--- src/rtl/fpu_pkg.sv ---
// -----------------------------------------------------------------------------
// fpu_pkg
// Shared constants, types and helpers for the single-precision alignment adder.
//   EXP_W/FRAC_W/MANT_W/BIAS : IEEE-754 single field widths and exponent bias
//   OP_ADD/OP_SUB            : effective magnitude operation encoding
//   fp32_t                   : unpacked operand (sign, raw exponent, alignment
//                              exponent, 27-bit working mantissa)
//   fp_unpack()              : splits a 32-bit word into fp32_t
// -----------------------------------------------------------------------------
package fpu_pkg;

    localparam int EXP_W  = 8;
    localparam int FRAC_W = 23;
    localparam int MANT_W = 27;
    localparam int BIAS   = 127;

    localparam logic OP_ADD = 1'b0;
    localparam logic OP_SUB = 1'b1;

    typedef struct packed {
        logic              sign;
        logic [EXP_W-1:0]  exp;      // exponent field as received
        logic [EXP_W-1:0]  exp_eff;  // exponent used for alignment (denormal -> 1)
        logic [MANT_W-1:0] mant;     // {hidden, fraction, guard/round/sticky}
    } fp32_t;

    function automatic fp32_t fp_unpack(input logic [31:0] x);
        fp32_t u;
        logic  hidden;
        hidden    = (x[30:23] != '0);
        u.sign    = x[31];
        u.exp     = x[30:23];
        u.exp_eff = hidden ? x[30:23] : 8'd1;
        u.mant    = {hidden, x[FRAC_W-1:0], 3'b000};
        return u;
    endfunction

endpackage

--- src/rtl/align_shifter.sv ---
// -----------------------------------------------------------------------------
// align_shifter
// Combinational right shift of the smaller operand's mantissa with sticky
// collection: every bit pushed off the bottom is ORed into bit 0. Shifts of
// MANT_W or more leave only the sticky bit.
//   mant_in  : 27-bit mantissa {hidden, fraction, 3'b000}
//   shift    : exponent difference
//   mant_out : aligned mantissa, bit 0 carries the sticky
// -----------------------------------------------------------------------------
module align_shifter
    import fpu_pkg::*;
(
    input  logic [MANT_W-1:0] mant_in,
    input  logic [EXP_W-1:0]  shift,
    output logic [MANT_W-1:0] mant_out
);

    logic [MANT_W-1:0] lost_bits;
    logic [MANT_W-1:0] shifted;
    logic              sticky;

    // Bit gi falls off the bottom exactly when the shift distance exceeds gi.
    generate
        for (genvar gi = 0; gi < MANT_W; gi++) begin : g_lost
            assign lost_bits[gi] = mant_in[gi] && (shift > EXP_W'(gi));
        end
    endgenerate

    always_comb begin
        shifted = '0;
        if (shift < EXP_W'(MANT_W)) begin
            shifted = mant_in >> shift;
        end
        sticky   = |lost_bits;
        mant_out = {shifted[MANT_W-1:1], shifted[0] | sticky};
    end

endmodule

--- src/rtl/fp_align_adder.sv ---
// -----------------------------------------------------------------------------
// fp_align_adder
// Two-stage IEEE-754 single-precision align-and-add front end. Stage 1 unpacks
// and orders the operands by magnitude; stage 2 aligns the smaller mantissa
// and adds or subtracts magnitudes. Normalisation/rounding happen downstream.
// Valid/ready handshake on both sides, one result per cycle, latency 2.
//   clk, arst_n        : clock, asynchronous active-low reset
//   in_valid/in_ready  : input handshake for a, b, op_in (0 = A+B, 1 = A-B)
//   out_valid/out_ready: output handshake
//   result_mant        : {integer bit, 23-bit fraction, guard, round, sticky}
//   carry_out          : bit 27 of an effective-add sum
//   exp_result         : exponent field of the larger-magnitude operand
//   result_sign        : sign of the result (+0 for an exact-zero subtract)
//   op                 : effective operation (OP_ADD / OP_SUB)
//   special            : an operand had exp=255; only when FPU_ALIGN_SPECIAL_EN
//                        is defined, otherwise such operands are processed
//                        arithmetically
// -----------------------------------------------------------------------------
module fp_align_adder
    import fpu_pkg::*;
#(
    parameter int WIDTH = 32
) (
    input  logic              clk,
    input  logic              arst_n,
    input  logic              in_valid,
    output logic              in_ready,
    input  logic [WIDTH-1:0]  a,
    input  logic [WIDTH-1:0]  b,
    input  logic              op_in,
    output logic              out_valid,
    input  logic              out_ready,
    output logic [MANT_W-1:0] result_mant,
    output logic              carry_out,
    output logic [EXP_W-1:0]  exp_result,
    output logic              result_sign,
    output logic              op
`ifdef FPU_ALIGN_SPECIAL_EN
    ,
    output logic              special
`endif
);

    // ---------------- handshake ----------------
    logic s1_valid_reg;
    logic out_valid_reg;
    logic s1_advance;

    assign s1_advance = !out_valid_reg || out_ready;
    assign in_ready   = !s1_valid_reg || s1_advance;
    assign out_valid  = out_valid_reg;

    // ---------------- stage 1: unpack and order ----------------
    fp32_t             ua, ub;
    logic              swap;
    logic [MANT_W-1:0] big_mant_next, small_mant_next;
    logic [EXP_W-1:0]  shift_next, exp_next;
    logic              sign_next, op_next;

    always_comb begin
        ua = fp_unpack(a);
        ub = fp_unpack(b);
        // Strictly-greater test keeps A on top when magnitudes tie.
        swap            = ({ub.exp_eff, ub.mant} > {ua.exp_eff, ua.mant});
        big_mant_next   = swap ? ub.mant : ua.mant;
        small_mant_next = swap ? ua.mant : ub.mant;
        exp_next        = swap ? ub.exp  : ua.exp;
        shift_next      = swap ? (ub.exp_eff - ua.exp_eff) : (ua.exp_eff - ub.exp_eff);
        // When B ends up on top, a subtract request flips its sign.
        sign_next       = swap ? (ub.sign ^ op_in) : ua.sign;
        op_next         = op_in ^ ua.sign ^ ub.sign;
    end

    logic [MANT_W-1:0] s1_big_mant_reg, s1_small_mant_reg;
    logic [EXP_W-1:0]  s1_shift_reg, s1_exp_reg;
    logic              s1_sign_reg, s1_op_reg;
`ifdef FPU_ALIGN_SPECIAL_EN
    logic              s1_special_reg;
`endif

    always_ff @(posedge clk or negedge arst_n) begin
        if (!arst_n) begin
            s1_valid_reg      <= 1'b0;
            s1_big_mant_reg   <= '0;
            s1_small_mant_reg <= '0;
            s1_shift_reg      <= '0;
            s1_exp_reg        <= '0;
            s1_sign_reg       <= 1'b0;
            s1_op_reg         <= OP_ADD;
`ifdef FPU_ALIGN_SPECIAL_EN
            s1_special_reg    <= 1'b0;
`endif
        end else begin
            if (in_ready) begin
                s1_valid_reg <= in_valid;
            end
            if (in_valid && in_ready) begin
                s1_big_mant_reg   <= big_mant_next;
                s1_small_mant_reg <= small_mant_next;
                s1_shift_reg      <= shift_next;
                s1_exp_reg        <= exp_next;
                s1_sign_reg       <= sign_next;
                s1_op_reg         <= op_next;
`ifdef FPU_ALIGN_SPECIAL_EN
                s1_special_reg    <= (ua.exp == 8'hFF) || (ub.exp == 8'hFF);
`endif
            end
        end
    end

    // ---------------- stage 2: align and add/subtract ----------------
    logic [MANT_W-1:0] aligned_mant;
    logic [MANT_W:0]   sum;
    logic [MANT_W-1:0] diff;
    logic [MANT_W-1:0] mant_next;
    logic              carry_next, res_sign_next;

    align_shifter u_align_shifter (
        .mant_in  (s1_small_mant_reg),
        .shift    (s1_shift_reg),
        .mant_out (aligned_mant)
    );

    always_comb begin
        sum           = {1'b0, s1_big_mant_reg} + {1'b0, aligned_mant};
        // Ordering in stage 1 guarantees big >= aligned small, so no borrow.
        diff          = s1_big_mant_reg - aligned_mant;
        mant_next     = sum[MANT_W-1:0];
        carry_next    = sum[MANT_W];
        res_sign_next = s1_sign_reg;
        if (s1_op_reg == OP_SUB) begin
            mant_next     = diff;
            carry_next    = 1'b0;
            res_sign_next = (diff == '0) ? 1'b0 : s1_sign_reg;
        end
    end

    logic [MANT_W-1:0] result_mant_reg;
    logic              carry_out_reg, result_sign_reg, op_reg;
    logic [EXP_W-1:0]  exp_result_reg;
`ifdef FPU_ALIGN_SPECIAL_EN
    logic              special_reg;
`endif

    always_ff @(posedge clk or negedge arst_n) begin
        if (!arst_n) begin
            out_valid_reg   <= 1'b0;
            result_mant_reg <= '0;
            carry_out_reg   <= 1'b0;
            exp_result_reg  <= '0;
            result_sign_reg <= 1'b0;
            op_reg          <= OP_ADD;
`ifdef FPU_ALIGN_SPECIAL_EN
            special_reg     <= 1'b0;
`endif
        end else begin
            if (s1_advance) begin
                out_valid_reg <= s1_valid_reg;
            end
            // Only a real transfer updates the fields, so they hold during a stall.
            if (s1_valid_reg && s1_advance) begin
                result_mant_reg <= mant_next;
                carry_out_reg   <= carry_next;
                exp_result_reg  <= s1_exp_reg;
                result_sign_reg <= res_sign_next;
                op_reg          <= s1_op_reg;
`ifdef FPU_ALIGN_SPECIAL_EN
                special_reg     <= s1_special_reg;
`endif
            end
        end
    end

    assign result_mant = result_mant_reg;
    assign carry_out   = carry_out_reg;
    assign exp_result  = exp_result_reg;
    assign result_sign = result_sign_reg;
    assign op          = op_reg;
`ifdef FPU_ALIGN_SPECIAL_EN
    assign special     = special_reg;
`endif

endmodule
--- config.mk ---
export PLATFORM = sky130hd
export DESIGN_NAME = fp_align_adder
export DESIGN_NICKNAME = d
export VERILOG_FILES = /design/src/rtl/fpu_pkg.sv /design/src/rtl/align_shifter.sv /design/src/rtl/fp_align_adder.sv
export SDC_FILE = /design/constraint.sdc
export NUM_CORES = 1
export LEC_CHECK = 0
export BUFFER_PORTS_ARGS = -buffer_cell sky130_fd_sc_hd__buf_2
export CAP_MARGIN = 20
export CORE_ASPECT_RATIO = 1.25
export CORE_MARGIN = 8
export CORE_UTILIZATION = 45
export DETAILED_ROUTE_END_ITERATION = 16
export SYNTH_ARGS = -nofsm -noshare
export SYNTH_HDL_FRONTEND = slang
export SYNTH_HIERARCHICAL = 1
export SYNTH_SLANG_ARGS = --single-unit
--- constraint.sdc ---
create_clock -name clk -period 9.15 [get_ports clk]
set_input_delay 0.915 -clock clk [delete_from_list [all_inputs] [get_ports clk]]
set_output_delay 0.915 -clock clk [all_outputs]
set_load 0.01 [all_outputs]
-- Yosys cells after proc, flatten, opt, wreduce, memory -nomap -nowiden
Cells that the tools add are included.
- add/subtract/negate cells: 4
- magnitude comparators: 29
- shifts and indexed selects: 1
- mux-type cells: 12
- bitwise operators: 4
- reduce and logical (&&, ||, !) cells: 37
- operators with widths (operator ; count):
    $mux W27 ; 4
    $gt A8 B5 Y1 const B ; 11
    $gt A8 B4 Y1 const B ; 8
    $gt A35 B35 Y1 ; 1
    $gt A8 B3 Y1 const B ; 4
    $mux W8 ; 4
    $logic_and A1 B1 Y1 ; 29
    $add A27 B27 Y28 ; 1
    $logic_not A27 Y1 ; 1
    $reduce_or A27 Y1 ; 1
    $shr A27 B8 Y27 ; 1
    $sub A27 B27 Y27 ; 1
    $gt A8 B1 Y1 const B ; 2
    $gt A8 B2 Y1 const B ; 2
    $reduce_bool A8 Y1 ; 2
    $sub A8 B8 Y8 ; 2
    $lt A8 B5 Y1 const B ; 1
    $mux W1 ; 4
    $xor A1 B1 Y1 ; 3
    $logic_not A1 Y1 ; 2
    $logic_or A1 B1 Y1 ; 2
    $or A1 B1 Y1 ; 1
- flip-flop bits (word level): 112
- output and inout bits: 40
- logic and storage cells: 100

-- Longest topological paths before layout
Gate-level depths: netlist (run 1).
- depth after elaboration: 8
- depth in mapped cells: 22
- gate-level depth less buffers: 18

-- Hierarchy
Netlist (run 1), hierarchy kept.
- by module, submodules not included (module ; times used ; cells an instance ; area each (sq um) ; sequential area each (sq um)):
    fp_align_adder ; 1 ; 1116 ; 8800.9 ; 2652.5
    align_shifter ; 1 ; 291 ; 1919.3 ; 0.0

-- Worst setup path after synthesis (run 1)
Ideal clock, no wire load.
- path kind: register to register
- start point: register s1_shift_reg[7]
- end point: register result_sign_reg, in the netlist result_sign
- setup time: 128 ps
- arrival time: 4540 ps
- slack: 4482 ps
- cell stages (with the launch flop): 18
- buffers on the path: 1
- path through: dfrtp_1 buf_6 nor2_1 nand2_1 mux4_2 or4_1 o221ai_1 inv_1 ha_1 or4b_1 a221oi_2 o31ai_2 a21oi_2 mux2i_1 nand2_1 or4_1 nor4_1 a21oi_1
- elaborated cells on any way between the ends: 63
- RTL lines (element ; RTL line ; text):
    start: declaration ; fp_align_adder.sv:75 ; logic [EXP_W-1:0] s1_shift_reg, s1_exp_reg;
    start signal: assignment ; fp_align_adder.sv:100 ; s1_shift_reg <= shift_next;
    $shr A27 B8 Y27 / $lt A8 B5 Y1 (equally long branches) ; align_shifter.sv:32, align_shifter.sv:31 ;
    $mux W27 (*) ; align_shifter.sv:31 ; if (shift < EXP_W'(MANT_W)) begin
    named net aligned_mant[3] ; fp_align_adder.sv:112 ; logic [MANT_W-1:0] aligned_mant;
    $sub A27 B27 Y27 (*) ; fp_align_adder.sv:127 ; diff = s1_big_mant_reg - aligned_mant;
    $logic_not A27 Y1 (*) ; fp_align_adder.sv:134 ; res_sign_next = (diff == '0) ? 1'b0 : s1_sign_reg;
    $mux W1 (*) ; fp_align_adder.sv:134 ;
    $mux W1 (*) ; fp_align_adder.sv:131 ; if (s1_op_reg == OP_SUB) begin
    end signal: assignment ; fp_align_adder.sv:165 ; result_sign_reg <= res_sign_next;
    end: declaration ; fp_align_adder.sv:139 ; logic carry_out_reg, result_sign_reg, op_reg;
Mark *: on every way through the listed nets, which the timed path passes. The rest lies on a longest branch.
A chain may end at the register's enable or synchronous reset.

-- Worst setup path after layout (run 1)
- start point: register s1_shift_reg[2]
- end point: register result_sign_reg, in the netlist result_sign
Same word-level chain as after synthesis.

==> results by group, run 1 <==
Power
  – Max VDD drop: 0.111 mV
  – Leakage power: 5.24 nW
  – Pwr per Cell Area: about 220 mW/mm^2
  – Tot Pwr: approximately 2.5 mW

Logic synthesis
  – Post-synth EDFFs: 0
  – Post-synth top area share: between 20% and 30%
  – Mapped Cells: 1407
  – Seq/Total Area, Yosys: 24.7%
  – Asr flop ratio synth: 100%
  – Prevailing post-synth register cell: dfrtp_1
  – Syn. warnings: 6
  – Mean Syn Cell Area: 7.62 um^2
  – Dominant cell type by area after synthesis: dfrtp_1
  – Synthesis-stage register bit count: 106
  – Main area contributors after synthesis: dfrtp_1, ha_1, nand2_1
  – Netlist Area Pre-Place: 0.0107 mm^2
  – Distinct cells, synth: 90

Clock tree
  – CTS resizes: 0
  – Htree depth: 3
  – Post-CTS setup buffer count: 0
  – CTS root buffer: clkbuf_16
  – Post-CTS Hold Buffers: 0
  – Worst-path clk slew: 80 ps
  – TritonCTS Buffers: 9
  – Count of clock tree sinks: roughly 110
  – Clock buffer depth: 2
  – Worst-Skew Late Latency: 370 ps
  – TritonCTS clock tree: done

Critical path
  – Top delay family on crit path: compound AO/OA/AOI/OAI gates
  – Category of the most critical setup path: reg2reg
  – CP peak stage delay: 590 ps
  – Worst path cell trace: buf_4 -> clkinv_1 -> nor3_1 -> a31oi_1 -> a21oi_1 -> mux2i_1 -> o32ai_1 -> inv_1 -> ha_1 -> nand2_1 -> a221oi_2 -> o31ai_4 -> a21oi_2 -> a41oi_2 -> xnor2_1 -> or4_1 -> nor4_1 -> a21oi_1
  – Buf/Inv on CP: 3
  – Critical Path End Type: flop
  – WP data required: 9400 ps
  – Critical Path Start Type: flop
  – Crit path DAT: 6100 ps
  – Crit-path max FO: 37
  – CP dominant cell by count: a21oi_1
  – CP max-delay cell: clkinv_1

Timing
  – Final Hold Vio Count: 0
  – Slew Limit Fails: 0
  – Max Clock Skew: 9.37 ps
  – Max Fclk: 0.171 GHz
  – Fin Setup TNS: 0 ps
  – Worst rel slew slack: between 30% and 40%
  – Unrepaired setup endpoints after global routing: false
  – Period Utilization, post-route: a little under two thirds
  – Setup-failing EPs final: 0
  – Tightest Pin Transition: 922 ps
  – Minimum clock period: 5840 ps

Floorplan
  – Die area: 0.0290 mm^2
  – Die W: 154 um
  – Row cnt: between 60 and 70
  – Core Footprint: 0.0236 mm^2
  – Vert. Die Dim: between 150 and 200 um
  – Initial core utilization: 45.5%
  – Io pins: around 110

Layout
  – Fraction of layout cells with a size suffix above 1: 12.1%
  – Most frequent cells in the layout: nand2_1, o21ai_0, a21oi_1, nor2_1, buf_2
  – Number of antenna diodes: 0
  – Util after Layout: 49.5%
  – Max reg flops: 27
  – Most common cell after layout, fill and taps aside: nand2_1
  – Final #Nets: approximately 1600
  – P&R area growth vs syn: 8.75%

Detailed routing
  – Via count: 10200
  – Antenna-violating nets left: 0
  – Drt drc: 0
  – Routed WL per cell: 19.1 um
  – Vias per cell: 5.84
  – 1st-pass router iterations: 5
  – Number of DRC markers in iteration 0: 620
  – Routed WL: 33400 um

Global route
  – Initial antenna violation count: 0
  – Largest net degree at the start of global routing: 105
  – Vias in the first global route: roughly 9800
  – GR Overflow Total: 0
  – First-pass GRT wire length: 53000 um
  – Total track usage: 22.7%

Placement
  – I/O Buffers: 108
  – Detailed placement HPWL: 26100 um
  – Placer congestion estimate: 1.01

Run
  – Max-Cap Viols: 0

Worst hold path
  – HP Class: reg2reg

Status
  – Status: complete, no violations
## Yosys cell counts (5+ instances only)
| cell type | number |
|---|---|
| mux2i_1 | 62 |
| or3_1 | 7 |
| inv_1 | 105 |
| buf_2 | 22 |
| o211ai_1 | 11 |
| or4_1 | 7 |
| a21oi_1 | 116 |
| o21a_1 | 8 |
| a221oi_1 | 5 |
| nor3_1 | 20 |
| mux4_2 | 10 |
| nor2b_1 | 10 |
| a31oi_1 | 14 |
| a32oi_1 | 5 |
| nand2_1 | 198 |
| nor4_1 | 11 |
| ha_1 | 89 |
| o21bai_1 | 8 |
| buf_1 | 10 |
| and3_1 | 7 |
| xor2_1 | 6 |
| mux2_2 | 11 |
| nand3_1 | 29 |
| o31ai_1 | 7 |
| dfrtp_1 | 106 |
| a21o_1 | 7 |
| o21ai_1 | 14 |
| o22ai_1 | 12 |
| a211oi_1 | 12 |
| o21ai_0 | 133 |
| nand3b_1 | 5 |
| xnor2_1 | 30 |
| clkbuf_1 | 60 |
| buf_6 | 5 |
| nand2b_1 | 19 |
| nand4_1 | 13 |
| o2111ai_1 | 5 |
| nor2_1 | 114 |
## cell type report
| cell class | instances | area (um^2) |
|---|---|---|
| clock buffers | 9 | 225 |
| clock inverters | 7 | 118 |
| fillers | 2347 | 11900 |
| inverters | 106 | 398 |
| multi-input cells | 1108 | 7280 |
| flip-flops and latches | 106 | 2650 |
| well taps | 292 | 365 |
| repair buffers | 118 | 618 |
## through the flow
step / cells / hold WS (ps) / cell area [um^2] / worst slack, ps
2_1_floorplan: 1420 / 439 / 10800 / 4480
3_3_place_gp: 1730 / 452 / 11300 / 3450
3_5_place_dp: 1730 / 460 / 11300 / 3470
4_1_cts: 1746 / 481 / 11700 / 3460
5_1_grt: 1746 / 502 / 11700 / 3010
6_report: 1746 / 476 / 11700 / 3310
## path summary, 6_finish.rpt
check	startpoint	to	slack, ps	depth (start not counted)
setup / recovery	s1_shift_reg[2]	result_sign	3310	18
hold / removal	op	op	480	2
setup reg to reg	s1_shift_reg[2]	result_sign	3310	18
hold reg to reg	op	op	480	2
max in group asynchronous	arst_n	s1_shift_reg[4]	7350	2
min in group asynchronous	arst_n	result_mant[3]	540	1
## tightest hold or removal path: stages, from the launching register on
cell and delay [ps]:
dfrtp_1 350, nand2_1 50, nand2_1 50
## power by group
| group | switching [mW] | internal (mW) | leakage (nW) |
|---|---|---|---|
| Combinational | 0.854 | 0.512 | 3.77 |
| Clock | 0.213 | 0.250 | 0.165 |
| Sequential | 0.112 | 0.583 | 1.31 |
## logic make-up after synthesis
kind of cell,count (synthesis),share of synthesized area (%)
buffers and inverters,206,7.92
other,1,0.0350
AOI/OAI and AO/OA,419,24.3
xor gates and xnor gates,36,2.94
and+or+nand+nor,463,19.9
adders and majority gates,92,10.9
muxes,84,9.15
DFF,106,24.7
## metal layers
metal | wire length [um] | GRT usage, %
met4 | 1230 | 10.0
met5 | 0 | 0
met3 | 1610 | 2.25
met2 | 15600 | 37.1
met1 | 15000 | 29.8
(Power assumes the default switching activity.)
==> run 2, diff against run 1 <==
--- a/config.mk
+++ b/config.mk
@@ -5,6 +5,7 @@
 export SDC_FILE = /design/constraint.sdc
 export NUM_CORES = 1
 export LEC_CHECK = 0
+export ABC_AREA = 1
 export BUFFER_PORTS_ARGS = -buffer_cell sky130_fd_sc_hd__buf_2
 export CAP_MARGIN = 20
 export CORE_ASPECT_RATIO = 1.25
==> constraint.sdc (replaced) <==
create_clock -name clk -period 5.47 [get_ports clk]
set_input_delay 0.547 -clock clk [delete_from_list [all_inputs] [get_ports clk]]
set_output_delay 0.547 -clock clk [all_outputs]
set_load 0.01 [all_outputs]
==> run 2 against run 1 <==
Against the previous run: combinational power up 83%; die area increased by 8.9%; via count is 25% higher; critical endpoint unchanged; sequential share of layout area fell by 1.8 points; highest routed layer unchanged; largest cell class unchanged.
==> results by group, run 2 <==
Status
  – Status: complete, no violations

Critical path
  – Crit-path max FO: 39 (+5.4%)
  – CP peak stage delay: 450 ps (-140 ps)
  – Critical Path Start Type: flop
  – CP max-delay cell: o21ai_0
  – Buf/Inv on CP: 3 (unchanged)
  – Crit path DAT: 4750 ps (-1350 ps)
  – Critical Path End Type: flop
  – CP dominant cell by count: nand2_1
  – Top delay family on crit path: simple AND/OR/NAND/NOR gates
  – WP data required: 5740 ps (-3660 ps)
  – Category of the most critical setup path: reg2reg

Layout
  – Max reg flops: 27 (unchanged)
  – Most frequent cells in the layout: nand2_1, inv_1, nand3_1, a21oi_1, nor2_1
  – P&R area growth vs syn: 7.45%
  – Filler cells: 2760 (+18%)
  – Number of antenna diodes: 0 (unchanged)
  – Fin cells: 2281 (+31%)
  – Final #Nets: 2097 (+30%)
  – Finished Cell Area: 0.0126 mm^2 (+8.5%)
  – Fraction of layout cells with a size suffix above 1: 10.5% (-1.6 points)
  – Most common cell after layout, fill and taps aside: nand2_1

Placement
  – Cell count after placement: 2265 (+31%)
  – Post-DP Area: 0.0123 mm^2 (+8.9%)
  – Setup WS pre-CTS: 1030 ps (-2430 ps)
  – I/O Buffers: 108 (unchanged)
  – Detailed placement HPWL: 34600 um (+32%)
  – Placer congestion estimate: 1.04 (+3.1%)

Worst hold path
  – HP Class: in2async

Logic synthesis
  – Mean Syn Cell Area: 6.21 um^2 (-18%)
  – Most numerous cell in the Yosys netlist: nand2_1
  – Post-synth top area share: 22.5% (-2.2 points)
  – Top cells by count, synth: nand2_1, inv_1, nand3_1
  – Distinct cells, synth: 58 (-36%)
  – Dominant cell type by area after synthesis: dfrtp_1
  – Synthesis-stage register bit count: 106 (unchanged)
  – Seq/Total Area, Yosys: 22.5% (-2.2 points)
  – Syn. warnings: 6 (unchanged)
  – Asr flop ratio synth: 100% (unchanged)
  – Mapped Cells: 1894 (+35%)
  – Prevailing post-synth register cell: dfrtp_1
  – Post-synth EDFFs: 0 (unchanged)
  – Netlist Area Pre-Place: 0.0118 mm^2 (+9.8%)
  – Main area contributors after synthesis: dfrtp_1, nand2_1, ha_1

Floorplan
  – Initial core utilization: 45.5% (+0.052 points)
  – Vert. Die Dim: 197 um (+4.4%)
  – Core Footprint: 0.0258 mm^2 (+9.7%)
  – Io pins: 109 (unchanged)
  – Row cnt: 66 (+4.8%)
  – Die W: 161 um (+4.3%)
  – Die area: 0.0316 mm^2 (+8.9%)

Timing
  – Max Fclk: 0.223 GHz (+30%)
  – Tightest Pin Transition: 964 ps (+41.9 ps)
  – Setup-failing EPs final: 0 (unchanged)
  – Max Clock Skew: 19.2 ps (+9.86 ps)
  – Final Hold Vio Count: 0 (unchanged)
  – Period Utilization, post-route: 81.9% (+18 points)
  – Fin worst setup slack: 990 ps (-2320 ps)
  – Minimum clock period: 4480 ps (-1360 ps)
  – Worst rel slew slack: 35.7% (-2.4 points)
  – Hold slack: 160 ps (-316 ps)
  – Unrepaired setup endpoints after global routing: false
  – Slew Limit Fails: 0 (unchanged)
  – Fin Setup TNS: 0 ps (unchanged)

Run
  – Max-Cap Viols: 0 (unchanged)

Global route
  – Total track usage: 27.0% (+4.3 points)
  – GR Overflow Total: 0 (unchanged)
  – Vias in the first global route: 12500 (+27%)
  – Largest net degree at the start of global routing: 66 (-37%)
  – First-pass GRT wire length: 67700 um (+28%)
  – Initial antenna violation count: 0 (unchanged)

Clock tree
  – Htree depth: 3 (unchanged)
  – CTS resizes: 0 (unchanged)
  – CTS root buffer: clkbuf_16
  – Count of clock tree sinks: 106 (unchanged)
  – Worst-path clk slew: 90 ps (about the same)
  – TritonCTS Buffers: 9 (unchanged)
  – Post-CTS Hold Buffers: 0 (unchanged)
  – Clock buffer depth: 2 (unchanged)
  – Post-CTS setup buffer count: 0 (unchanged)
  – TritonCTS clock tree: done
  – Worst-Skew Late Latency: 380 ps (about the same)

Detailed routing
  – Antenna-violating nets left: 0 (unchanged)
  – Routed WL per cell: 18.8 um (-1.4%)
  – Via count: 12700 (+25%)
  – Routed WL: 43000 um (+29%)
  – Number of DRC markers in iteration 0: 933 (+50%)
  – Vias per cell: 5.57 (-4.5%)
  – 1st-pass router iterations: 5 (unchanged)
  – Drt drc: 0 (unchanged)

Power
  – Leakage power: 6.47 nW (+23%)
  – Max VDD drop: 0.125 mV (+12%)
  – Pwr per Cell Area: 354 mW/mm^2 (+64%)
## run 2: final timing paths
| check | start | endpoint | slack (ps) | cells past startpoint |
|---|---|---|---|---|
| worst max-delay path | s1_shift_reg[7] | result_sign | 990 | 25 |
| worst min-delay path | arst_n | result_mant[5] | 160 | 1 |
| worst max register to register | s1_shift_reg[7] | result_sign | 990 | 25 |
| worst min register to register | result_mant[18] | result_mant[18] | 480 | 2 |
| max in group asynchronous | arst_n | s1_big_mant_reg[23] | 4030 | 2 |
| min in group clk | out_ready | out_valid | 440 | 4 |
## run 2: routing by layer
metal	vias up	GRT usage, %	share of wire [%]
li1	6261	-	-
met1	5863	31.9	41
met2	456	46.3	48
met3	131	3.30	4.9
met4	0	16.2	5.9
met5	-	0	0
## run 2: cell families after synthesis
logic type	count (synthesis)	synth area share [%]
buf+inv	354	13.2
xor+xnor	19	1.41
other cells	1	0.0319
flops	106	22.5
compound gates	402	19.0
fa+ha+maj	92	9.97
simple gates	920	33.8
## run 2: report_power, final
part           switching, mW  leakage, nW  total, mW  internal, mW
clock                  0.355        0.156      0.765         0.410
sequential             0.201         1.26       1.20          1.00
combinational           1.72         5.06       2.51         0.796
total                   2.27         6.47       4.48          2.21
## run 2: metrics by stage
| stage | total power [mW] | utilization [%] |
|---|---|---|
| floorplan | 2.91 | - |
| global placement | 3.69 | 47.7 |
| detailed placement | 3.70 | 47.7 |
| CTS | 4.47 | 48.9 |
| global route | 4.85 | 48.9 |
| finish | 4.48 | 48.9 |
## run 2: area by class of cell
cell class / instances / area [um^2] / area share [%]
clock inverter: 6 / 96.3 / 0.762
inverter: 251 / 943 / 7.46
clock buffer: 10 / 229 / 1.81
tap: 340 / 425 / 3.36
multi-input combinational: 1438 / 7580 / 59.9
sequential: 106 / 2650 / 21.0
timing repair buffer: 130 / 721 / 5.70
